==> src/rtl/systolic_pkg.sv <==
// Shared types and helpers for the systolic processing element.
package systolic_pkg;

   typedef enum logic [1:0] {
      WS       = 2'd0,
      OS_ACC   = 2'd1,
      OS_DRAIN = 2'd2
   } pe_state_t;

   typedef enum logic {
      MODE_WS = 1'b0,
      MODE_OS = 1'b1
   } pe_mode_t;

   // Takes the top two bits of a sum that is one bit wider than its target.
   // Returns {positive overflow, negative overflow}; works for any width.
   function automatic logic [1:0] pe_sat_dir(input logic i_ext, input logic i_msb);
      return {~i_ext & i_msb, i_ext & ~i_msb};
   endfunction

endpackage

==> src/rtl/pe_mac.sv <==
// Combinational signed multiply-add with reduction to ACC_WIDTH.
// Saturates when PE_SAT_EN is defined, otherwise wraps; o_ovf flags either case.
module pe_mac
   import systolic_pkg::*;
#(
   parameter int DATA_WIDTH = 8,
   parameter int ACC_WIDTH  = 24
)(
   input  logic [DATA_WIDTH-1:0] i_a,
   input  logic [DATA_WIDTH-1:0] i_b,
   input  logic [ACC_WIDTH-1:0]  i_addend,
   output logic [ACC_WIDTH-1:0]  o_sum,
   output logic                  o_ovf
);
   localparam int PW = 2 * DATA_WIDTH;

   logic signed [PW-1:0] w_a_ext;
   logic signed [PW-1:0] w_b_ext;
   logic signed [PW-1:0] w_prod;
   logic [ACC_WIDTH:0]   w_sum;
   logic [1:0]           w_dir;

   // Operands widened first so the low PW bits hold the exact signed product.
   assign w_a_ext = {{DATA_WIDTH{i_a[DATA_WIDTH-1]}}, i_a};
   assign w_b_ext = {{DATA_WIDTH{i_b[DATA_WIDTH-1]}}, i_b};
   assign w_prod  = w_a_ext * w_b_ext;
   assign w_sum   = {{(ACC_WIDTH+1-PW){w_prod[PW-1]}}, w_prod}
                  + {i_addend[ACC_WIDTH-1], i_addend};
   assign w_dir   = pe_sat_dir(w_sum[ACC_WIDTH], w_sum[ACC_WIDTH-1]);
   assign o_ovf   = |w_dir;

`ifdef PE_SAT_EN
   localparam logic [ACC_WIDTH-1:0] ACC_MAX = {1'b0, {(ACC_WIDTH-1){1'b1}}};
   localparam logic [ACC_WIDTH-1:0] ACC_MIN = {1'b1, {(ACC_WIDTH-1){1'b0}}};

   always_comb begin
      o_sum = w_sum[ACC_WIDTH-1:0];
      if (w_dir[1]) begin
         o_sum = ACC_MAX;
      end else if (w_dir[0]) begin
         o_sum = ACC_MIN;
      end
   end
`else
   assign o_sum = w_sum[ACC_WIDTH-1:0];
`endif

endmodule

==> src/rtl/systolic_pe_v2.sv <==
// Systolic MAC cell with run-time WS/OS modes, double-buffered weights and OS drain chain.
// Build option: define PE_SAT_EN for saturating arithmetic (default wraps).
module systolic_pe_v2
   import systolic_pkg::*;
#(
   parameter int DATA_WIDTH = 8,
   parameter int ACC_WIDTH  = 24
)(
   input  logic                  clk_i,
   input  logic                  rst_i,
   input  logic                  ctrl_mode_i,
   input  logic                  ctrl_load_i,
   input  logic                  ctrl_swap_i,
   input  logic                  ctrl_clear_i,
   input  logic                  ctrl_drain_i,
   input  logic                  west_valid_i,
   input  logic [DATA_WIDTH-1:0] west_data_i,
   input  logic                  north_valid_i,
   input  logic [ACC_WIDTH-1:0]  north_data_i,
   output logic                  east_valid_o,
   output logic [DATA_WIDTH-1:0] east_data_o,
   output logic                  south_valid_o,
   output logic [ACC_WIDTH-1:0]  south_data_o,
   output logic                  overflow_o
);
   pe_state_t             r_state;
   pe_state_t             w_state_next;
   logic [DATA_WIDTH-1:0] r_shadow;
   logic [DATA_WIDTH-1:0] r_active;
   logic [ACC_WIDTH-1:0]  r_acc;
   logic                  r_ovf;
   logic                  r_east_valid;
   logic [DATA_WIDTH-1:0] r_east_data;
   logic                  r_south_valid;
   logic [ACC_WIDTH-1:0]  r_south_data;

   pe_mode_t              w_mode;
   logic                  w_idle;
   logic                  w_both;
   logic [DATA_WIDTH-1:0] w_mac_a;
   logic [ACC_WIDTH-1:0]  w_mac_addend;
   logic [ACC_WIDTH-1:0]  w_mac_sum;
   logic                  w_mac_ovf;
   logic [ACC_WIDTH-1:0]  w_acc_base;
   logic [ACC_WIDTH-1:0]  w_north_sext;
   logic [ACC_WIDTH-1:0]  w_acc_next;
   logic                  w_ovf_event;
   logic                  w_south_valid_next;
   logic [ACC_WIDTH-1:0]  w_south_data_next;

   assign w_mode       = pe_mode_t'(ctrl_mode_i);
   assign w_idle       = ~west_valid_i & ~north_valid_i;
   assign w_both       = west_valid_i & north_valid_i;
   assign w_acc_base   = ctrl_clear_i ? '0 : r_acc;
   assign w_north_sext = {{(ACC_WIDTH-DATA_WIDTH){north_data_i[DATA_WIDTH-1]}},
                          north_data_i[DATA_WIDTH-1:0]};

   // One multiplier serves both modes; only the operand routing differs.
   assign w_mac_a      = (r_state == WS) ? r_active : north_data_i[DATA_WIDTH-1:0];
   assign w_mac_addend = (r_state == WS) ? north_data_i : w_acc_base;

   pe_mac #(
      .DATA_WIDTH (DATA_WIDTH),
      .ACC_WIDTH  (ACC_WIDTH)
   ) u_mac (
      .i_a      (w_mac_a),
      .i_b      (west_data_i),
      .i_addend (w_mac_addend),
      .o_sum    (w_mac_sum),
      .o_ovf    (w_mac_ovf)
   );

   // Mode switches wait for a bubble so no operand straddles two modes.
   always_comb begin
      w_state_next = r_state;
      case (r_state)
         WS: begin
            if (w_mode == MODE_OS && w_idle) w_state_next = OS_ACC;
         end
         OS_ACC, OS_DRAIN: begin
            if (w_mode == MODE_WS && w_idle) w_state_next = WS;
            else if (ctrl_drain_i)           w_state_next = OS_DRAIN;
            else                             w_state_next = OS_ACC;
         end
         default: w_state_next = WS;
      endcase
   end

   always_comb begin
      w_acc_next         = w_acc_base;
      w_ovf_event        = 1'b0;
      w_south_valid_next = 1'b0;
      w_south_data_next  = r_south_data;
      case (r_state)
         WS: begin
            if (w_both) begin
               w_south_data_next  = w_mac_sum;
               w_south_valid_next = 1'b1;
               w_ovf_event        = w_mac_ovf;
            end
         end
         OS_ACC: begin
            if (ctrl_drain_i) begin
               w_south_data_next  = r_acc;
               w_south_valid_next = 1'b1;
            end else begin
               w_south_valid_next = north_valid_i;
               if (north_valid_i) w_south_data_next = w_north_sext;
               if (w_both) begin
                  w_acc_next  = w_mac_sum;
                  w_ovf_event = w_mac_ovf;
               end
            end
         end
         OS_DRAIN: begin
            w_south_valid_next = north_valid_i;
            w_south_data_next  = north_data_i;
         end
         default: ;
      endcase
   end

   always_ff @(posedge clk_i or posedge rst_i) begin
      if (rst_i) begin
         r_state       <= WS;
         r_shadow      <= '0;
         r_active      <= '0;
         r_acc         <= '0;
         r_ovf         <= 1'b0;
         r_east_valid  <= 1'b0;
         r_east_data   <= '0;
         r_south_valid <= 1'b0;
         r_south_data  <= '0;
      end else begin
         r_state       <= w_state_next;
         r_acc         <= w_acc_next;
         r_ovf         <= (ctrl_clear_i ? 1'b0 : r_ovf) | w_ovf_event;
         r_east_valid  <= west_valid_i;
         r_east_data   <= west_data_i;
         r_south_valid <= w_south_valid_next;
         r_south_data  <= w_south_data_next;
         if (ctrl_load_i) r_shadow <= north_data_i[DATA_WIDTH-1:0];
         if (ctrl_swap_i) r_active <= r_shadow;
      end
   end

   assign east_valid_o  = r_east_valid;
   assign east_data_o   = r_east_data;
   assign south_valid_o = r_south_valid;
   assign south_data_o  = r_south_data;
   assign overflow_o    = r_ovf;

endmodule

==> config.mk <==
export PLATFORM = sky130hd
export DESIGN_NAME = systolic_pe_v2
export DESIGN_NICKNAME = d
export VERILOG_FILES = /design/src/rtl/systolic_pkg.sv /design/src/rtl/pe_mac.sv /design/src/rtl/systolic_pe_v2.sv
export SDC_FILE = /design/constraint.sdc
export NUM_CORES = 1
export LEC_CHECK = 0
export ABC_AREA = 1
export BUFFER_PORTS_ARGS = -buffer_cell sky130_fd_sc_hd__buf_2
export CAP_MARGIN = 25
export CORE_UTILIZATION = 55
export DETAILED_ROUTE_END_ITERATION = 10
export HOLD_SLACK_MARGIN = 0.03
export PLACE_DENSITY_LB_ADDON = 0.1
export RECOVER_POWER = 50
export SYNTH_ARGS = -nofsm -noshare
export SYNTH_HDL_FRONTEND = slang
export SYNTH_SLANG_ARGS = --single-unit
==> constraint.sdc <==
create_clock -name clk_i -period 9.5 [get_ports clk_i]
set_clock_uncertainty 0.15 [all_clocks]
set_input_delay 2.375 -clock clk_i [delete_from_list [all_inputs] [get_ports clk_i]]
set_output_delay 2.375 -clock clk_i [all_outputs]
set_load 0.05 [all_outputs]
---- After elaboration in Yosys (flattened, before gate mapping) ----
Cells that the tools add are included.
operators by class
  $add $sub $neg .......................... 1
  multiply operators ...................... 1
  equal/unequal tests ..................... 5
  muxes and demuxes ....................... 21
  bitwise logic cells ..................... 10
  reduce and logical (&&, ||, !) cells .... 7
operator list
  kind                count
  $mux 24             8
  $pmux 24 s3         1
  $add 16x24->25      1
  $mul 8x8->16        1
  $mux 8              1
  $mux 2              3
  $mux 1              5
  $not 1->1           5
  $and 1x1->1         4
  $pmux 2 s2          1
  $reduce_or 2->1     2
  $ne 3x3->1 const B  1
  $pmux 1 s3          1
  $reduce_and 3->1    1
  $reduce_bool 3->1   1
  $eq 2x1->1 const B  1
  $eq 2x2->1 const B  1
  $logic_and 1x1->1   2
  $logic_not 2->1     1
  $ne 2x1->1 const B  1
  $ne 2x2->1 const B  1
  $pmux 1 s2          1
  $or 1x1->1          1
storage, ports and cells
  register bits after elaboration ......... 77
  output and inout port bits .............. 35
  logic and storage cells ................. 54

---- Logic depth before layout (Yosys ltp) ----
Gate-level depths: netlist (run 1).
  depth after elaboration ................. 11
  mapped depth ............................ 31

---- By module ----
From an unflattened synthesis (run 1), not the netlist that was laid out.
second synthesis, totals
  cells, all modules ...................... 1208
  area total of the unflattened synthesis .. 9044.9 um^2
by module, submodules not included
  module          times used  cells each  area each (um^2)  seq. area each (um^2)
  pe_mac          1           588         4743.3            0.0
  systolic_pe_v2  1           620         4301.6            1926.8

---- Worst setup path before layout (run 1) ----
OpenSTA, ideal clock, no wires.
  path type ............................... input port to flip-flop
  start ................................... in north_data_i[7]
  end ..................................... reg r_south_data[20] (netlist: south_data_o[20])
  library setup time ...................... 0.118 ns
  arrival ................................. 7.273 ns
  path slack .............................. 1.959 ns
  cell stages on the path ................. 22
  path buffers ............................ 0
  path through ............................ inv_1 > o21ai_1 > nand2_1 > fa_1 > inv_1 > fa_1 > fa_1 > fa_1 > inv_1 > fa_1 > inv_1 > ha_1 > a21oi_1 > nand2_2 > nand2_1 > nand3_1 > nand3b_1 > nand2_1 > nand2_1 > nand3_1 > nand3_1 > nand2_1
between the ends
  longest elaborated chain between the ends .. 5
  elaborated cells between the ends (all ways) .. 8
RTL lines
  what                  line                   source
  start, declared       systolic_pe_v2.sv:19   input logic [ACC_WIDTH-1:0] north_data_i,
  $mux 8                systolic_pe_v2.sv:59   assign w_mac_a = (r_state == WS) ? r_active : north_data_i[DATA_WIDTH-1:0];
  $mul 8x8->16          pe_mac.sv:26           assign w_prod = w_a_ext * w_b_ext;
  $add 16x24->25        pe_mac.sv:28           + {i_addend[ACC_WIDTH-1], i_addend};
  $mux 24               systolic_pe_v2.sv:96   if (w_both) begin
  $pmux 24 s3 *         systolic_pe_v2.sv:94   case (r_state)
  end signal, assigned  systolic_pe_v2.sv:141  r_south_data <= w_south_data_next;
  end, declared         systolic_pe_v2.sv:35   logic [ACC_WIDTH-1:0] r_south_data;
Every way passes the cells marked *; elsewhere a longest branch is shown, timed or not. The select of a mux whose other input is x is not followed.
A chain may end at the register's enable or synchronous reset.

---- Final worst setup path (run 1) ----
  start ................................... in north_data_i[7]
  end ..................................... reg r_south_data[16] (netlist: south_data_o[16])
Same word-level chain as after synthesis.

==> flow_metrics.env, run 1 <==
export IMPL_layout_drive_gt1_share_pct=10.3
export IMPL_post_synth_edffs=0
export IMPL_grt_pass1_vias=7053
export IMPL_path_clk_slew_ns=0.06
export IMPL_worst_setup_start_kind="input port"
export IMPL_postCtsSetupBuffers=0
export IMPL_drt_total_wl_microns=21000
export IMPL_clk_insertion_delay_late_ns=0.35
export IMPL_timing_fmax_mhz=128
export IMPL_syn2layout_area_growth_pct=9.50
export IMPL_detailed_place_hpwl_microns=17000
export IMPL_drt_iter0_markers=352
export IMPL_nNetsFinal=1371
export IMPL_syn_area_sq_um=8600
export IMPL_grt_max_degree=78
export IMPL_outcome="finished, violations left"
export IMPL_holdCritPathClass="flop to flop"
export IMPL_crit_arrival_ns=7.91
export IMPL_globalplace_congestion=0.932
export IMPL_inserted_clock_buffers=9
export IMPL_fill_cells=1416
export IMPL_cts_htree_levels=3
export IMPL_synth_top_area_share_pct=25.1
export IMPL_ant_nets=0
export IMPL_wl_per_cell_microns=15.3
export IMPL_cts_max_path_buffers=2
export IMPL_avgViaCountPerCell=5.19
export IMPL_diodes=0
export IMPL_placement_rows=45
export IMPL_setup_repair_after_global_routing_missed_its_margin="no"
export IMPL_io_pins=76
export IMPL_overflow=0
export IMPL_per_instance_average_area_after_synthesis_sq_um=7.83
export IMPL_cts_resized=0
export IMPL_async_flop_share_pct=100
export IMPL_worst_slew_pin_slew_ns=2.17
export IMPL_crit_path_frequent_cell="nand2_1"
export IMPL_crit_path_max_fanout=16
export IMPL_synth_ff_latch_count=77
export IMPL_grt_antenna_before_repair=0
export IMPL_fp_dieH_microns=127
export IMPL_failing_checks="max-capacitance violations, max-slew violations"
export IMPL_root_buffer="clkbuf_16"
export IMPL_port_buffers=75
export IMPL_synthesis_nets=1308
export IMPL_detailroute_via_count=7143
export IMPL_yosys_warnings=0
export IMPL_floorplan_die_area_sq_um=16100
export IMPL_critical_path_cell_chain="buf_2 -> inv_1 -> o21ai_1 -> nand2_1 -> fa_1 -> inv_1 -> fa_1 -> fa_1 -> fa_1 -> ha_1 -> ha_1 -> a21oi_1 -> nand2_1 -> nand2_1 -> nand2_1 -> a21oi_1 -> xor2_1 -> nand2_1 -> nand3_1 -> nand2_1"
export IMPL_die_width_microns=127
export IMPL_post_synth_num_cell_types=43
export IMPL_layout_cells_most_common_list="nand2_1 (280), inv_1 (199), fa_1 (108)"
export IMPL_layout_min_cycle_time_ns=7.82
export IMPL_setup_violations_final=0
export IMPL_drc_errors=0
export IMPL_post_route_period_util_pct=82.4
export IMPL_globalRouteTotalUtil_pct=28.2
export IMPL_synth_area_leader_cell="fa_1"
export IMPL_cp_data_required_time_ns=9.59
export IMPL_commonest_non_fill_non_tap_cell_in_the_layout="nand2_1"
export IMPL_first_pass_grt_wire_length_microns=35000
export IMPL_clock_tree_from_tritoncts="built"
export IMPL_detailedRoute_firstPassIterationCount=5
export IMPL_hold_violations=0
export IMPL_timing_critical_path_slowest_cell_delay_ns=0.74
export IMPL_drv_cap=2
export IMPL_worst_path_class_setup="input port to flop"
export IMPL_postSynth_topFlopCell="dfrtp_1"
export IMPL_initial_cell_density_of_the_core_pct=56.4
export IMPL_slowest_stage_cell_crit_path="fa_1"
export IMPL_tns_ns=0
export IMPL_max_slew_margin_rel_pct=-44.8
export IMPL_slew_viol_final=80
export IMPL_synth_top_cells_by_area="fa_1 (25%), dfrtp_1 (22%), nand2_1 (12%)"
export IMPL_coreArea_sq_um=15300
export IMPL_yosysSeqAreaShare_pct=22.4
export IMPL_kind_of_capture_point_of_the_worst_setup_path="flop"
export IMPL_clock_sink_count=77
export IMPL_ctsHoldBuffers=0
export IMPL_syn_instance_count=1098
final timing paths:
path | to | slack [ns] | depth (start not counted) | startpoint
min in group asynchronous | south_data_o[2] | 2.60 | 3 | rst_i
worst min register to register | south_data_o[12] | 0.33 | 2 | south_data_o[12]
max in group asynchronous | r_acc[6] | 3.76 | 4 | rst_i
worst max-delay path | south_data_o[16] | 1.68 | 20 | north_data_i[7]
worst min-delay path | south_data_o[12] | 0.33 | 2 | south_data_o[12]
worst max register to register | south_data_o[16] | 2.54 | 22 | r_state[1]
Yosys cell counts (6+ instances only):
cell type	count
dfrtp_1	77
o21bai_1	7
o21ai_1	6
inv_1	200
ha_1	61
nand3_1	51
o221ai_1	6
a21oi_1	43
buf_2	11
nand2_1	280
nor2_1	84
o21ai_0	71
fa_1	108
nand2_2	12
clkbuf_1	18
nand4_1	7
metal layers:
layer  vias to the layer above  global-route usage [%]  part of all wire [%]
li1                       3515                       -                     -
met5                         -                       0                     0
met3                        51                    3.60                   3.7
met4                         0                    13.4                   4.3
met2                       177                    46.9                    49
met1                      3400                    36.8                    43
cell families after synthesis:
kind of cell | synth area share [%]
and+or+nand+nor | 21.8
buffers and inverters | 10.6
adders and majority gates | 34.0
AOI/OAI and AO/OA | 9.80
DFF | 22.4
xor gates and xnor gates | 1.00
muxes | 0.393
through the flow:
step / util (%) / area [sq um] / std cells / hold WS, ns / setup slack, ns
floorplan: - / 8600 / 1098 / 0.328 / 1.96
global placement: 60.1 / 9170 / 1360 / 0.309 / 1.42
detailed placement: 60.1 / 9170 / 1360 / 0.316 / 1.31
CTS: 61.8 / 9430 / 1375 / 0.333 / 1.66
global route: 61.7 / 9420 / 1376 / 0.347 / 1.38
finish: 61.7 / 9420 / 1376 / 0.326 / 1.68
state kept, by name, indices dropped and copies added, names as in the netlist:
name	cells
east_valid_o	1
r_acc	24
overflow_o	1
r_active	8
south_data_o	24
r_state	2
south_valid_o	1
r_shadow	8
east_data_o	8
worst max-delay path: cells and delay by family:
family          cells  cell delay, ns
fa+ha+maj           6            2.87
simple gates        7            1.14
compound gates      3            0.97
xor+xnor            1            0.29
buf+inv             3            0.28
area by class of cell:
class / instances / area, sq um / share of cell area, %
inverter: 205 / 771 / 8.18
clock inverter: 6 / 41.3 / 0.438
sequential: 77 / 1930 / 20.5
timing repair buffer: 85 / 428 / 4.54
tap: 211 / 264 / 2.80
multi-input combinational: 783 / 5760 / 61.2
clock buffer: 9 / 225 / 2.39
Power of run 1 is left out: the tool's default activity adds up to more than one toggle a clock period on the data nets, which glitch-free logic cannot reach.
==> run 2, diff against run 1 <==
==> constraint.sdc (replaced) <==
create_clock -name clk_i -period 8.2 [get_ports clk_i]
set_clock_uncertainty 0.15 [all_clocks]
set_input_delay 2.05 -clock clk_i [delete_from_list [all_inputs] [get_ports clk_i]]
set_output_delay 2.05 -clock clk_i [all_outputs]
set_load 0.05 [all_outputs]
==> run 2 against run 1 <==
Effect of this change: the flow still finishes with violations (max-capacitance violations, max-slew violations); critical endpoint is now south_data_o[22]; final cell count up 0.36%; critical path depth increased by 1; utilization up 0.36 points; count of clock-buffer cells in the layout rose by 1.
==> flow_metrics.env, run 2 (synthesis results as in run 1) <==
export IMPL_outcome="finished, violations left"
export IMPL_failing_checks="max-capacitance violations, max-slew violations"
export IMPL_cp_data_required_time_ns=8.30
export IMPL_worst_path_class_setup="input port to flop"
export IMPL_floorplan_die_area_sq_um=16100
export IMPL_timing_fmax_mhz=137
export IMPL_tns_ns=0
export IMPL_critical_path_cell_chain="buf_2 -> inv_1 -> o21ai_1 -> nand2_1 -> fa_1 -> fa_1 -> inv_1 -> fa_1 -> inv_1 -> fa_1 -> inv_1 -> ha_1 -> ha_1 -> nand2_2 -> nor2_1 -> and2_1 -> nand4_1 -> nand4_1 -> nand3_1 -> nand2_1 -> nand2_1"
export IMPL_worst_slew_pin_slew_ns=4.01
export IMPL_worst_hold_slack_ns=0.329
export IMPL_detailed_place_hpwl_microns=17300
export IMPL_drc_errors=0
export IMPL_ant_nets=0
export IMPL_globalRouteTotalUtil_pct=28.6
export IMPL_drt_iter0_markers=451
export IMPL_timing_critical_path_slowest_cell_delay_ns=0.70
export IMPL_avgViaCountPerCell=5.21
export IMPL_cp_startpoint="north_data_i[7]"
export IMPL_grt_max_degree=78
export IMPL_io_pins=76
export IMPL_max_slew_margin_rel_pct=-167
export IMPL_drt_total_wl_microns=21400
export IMPL_kind_of_capture_point_of_the_worst_setup_path="flop"
export IMPL_first_pass_grt_wire_length_microns=35500
export IMPL_worst_hold_startpoint="south_data_o[14]"
export IMPL_path_buf_inv=5
export IMPL_syn2layout_area_growth_pct=10.1
export IMPL_critical_path_reg2reg_startpoint="r_state[0]"
export IMPL_nNetsFinal=1375
export IMPL_commonest_non_fill_non_tap_cell_in_the_layout="nand2_1"
export IMPL_detailroute_via_count=7196
export IMPL_worst_setup_start_kind="input port"
export IMPL_initial_cell_density_of_the_core_pct=56.4
export IMPL_overflow=0
export IMPL_globalplace_congestion=0.890
export IMPL_port_buffers=75
export IMPL_drv_cap=1
export IMPL_postCtsSetupBuffers=0
export IMPL_clk_insertion_delay_late_ns=0.35
export IMPL_hold_violations=0
export IMPL_clock_sink_count=77
export IMPL_detailedRoute_firstPassIterationCount=5
export IMPL_fp_dieH_microns=127
export IMPL_holdCritPathClass="flop to flop"
export IMPL_crit_path_max_fanout=7
export IMPL_clock_tree_from_tritoncts="built"
export IMPL_wl_per_cell_microns=15.5
export IMPL_post_route_period_util_pct=89.0
export IMPL_layout_min_cycle_time_ns=7.30
export IMPL_root_buffer="clkbuf_16"
export IMPL_layout_drive_gt1_share_pct=10.8
export IMPL_setup_repair_after_global_routing_missed_its_margin="no"
export IMPL_grt_antenna_before_repair=0
export IMPL_fill_cells=1422
export IMPL_grt_pass1_vias=7108
export IMPL_path_clk_slew_ns=0.08
export IMPL_die_width_microns=127
export IMPL_worst_path_dominant_cell_family="adder cells"
export IMPL_cts_max_path_buffers=2
export IMPL_slew_viol_final=73
export IMPL_layout_cells_most_common_list="nand2_1 (280), inv_1 (199), fa_1 (108)"
export IMPL_cts_htree_levels=3
export IMPL_cts_resized=0
export IMPL_inserted_clock_buffers=9
export IMPL_placement_rows=45
export IMPL_setup_reg_to_reg_worst_slack_ns=1.40
export IMPL_ctsHoldBuffers=0
export IMPL_coreArea_sq_um=15300
export IMPL_setup_violations_final=0
export IMPL_slowest_stage_cell_crit_path="fa_1"
export IMPL_diodes=0
export IMPL_crit_arrival_ns=7.40
[run 2: cell types whose count changed in the layout (fill, tap and decap cells not counted)]
cell / delta
buf_2: +1
clkbuf_1: -1
buf_4: +4
clkbuf_8: +1
clkinvlp_4: -2
clkinv_2: -2
inv_6: +4
[run 2: final timing paths]
path / endpoint / depth (start not counted)
hold / removal: south_data_o[14] / 2
min in group asynchronous: south_data_o[1] / 3
setup reg to reg: south_data_o[22] / 23
max in group asynchronous: r_acc[17] / 4
setup / recovery: south_data_o[22] / 21
hold reg to reg: south_data_o[14] / 2
[run 2: cell type report]
class	instances	area, sq um	share of cell area, %
clock buffer	10	239	2.52
clock inverter	6	51.3	0.541
inverter	205	771	8.14
multi-input combinational	783	5760	60.8
sequential	77	1930	20.3
tap	211	264	2.79
timing repair buffer	89	459	4.85
[run 2: tightest hold or removal path, stage by stage (launching register included)]
cell and delay (ns):
dfrtp_1 0.33, nand2_1 0.05, nand2_1 0.06
[run 2: metrics by stage]
stage                     instance area (sq um)  instances  utilization [%]  worst slack (ns)
after floorplan                            8600       1098                -             0.984
after global placement                     9200       1364             60.3             0.559
after detailed placement                   9200       1364             60.3             0.509
after CTS                                  9490       1380             62.2             0.885
after global routing                       9470       1381             62.1             0.491
final                                      9470       1381             62.1             0.903
[run 2: routing by layer]
metal	GRT usage [%]	up-vias	share of wire, %
li1	-	3529	-
met2	49.2	192	50
met4	11.5	0	3.4
met1	36.5	3428	42
met5	0	-	0
met3	4.02	47	4.1
Power of run 2 is left out for the same reason.
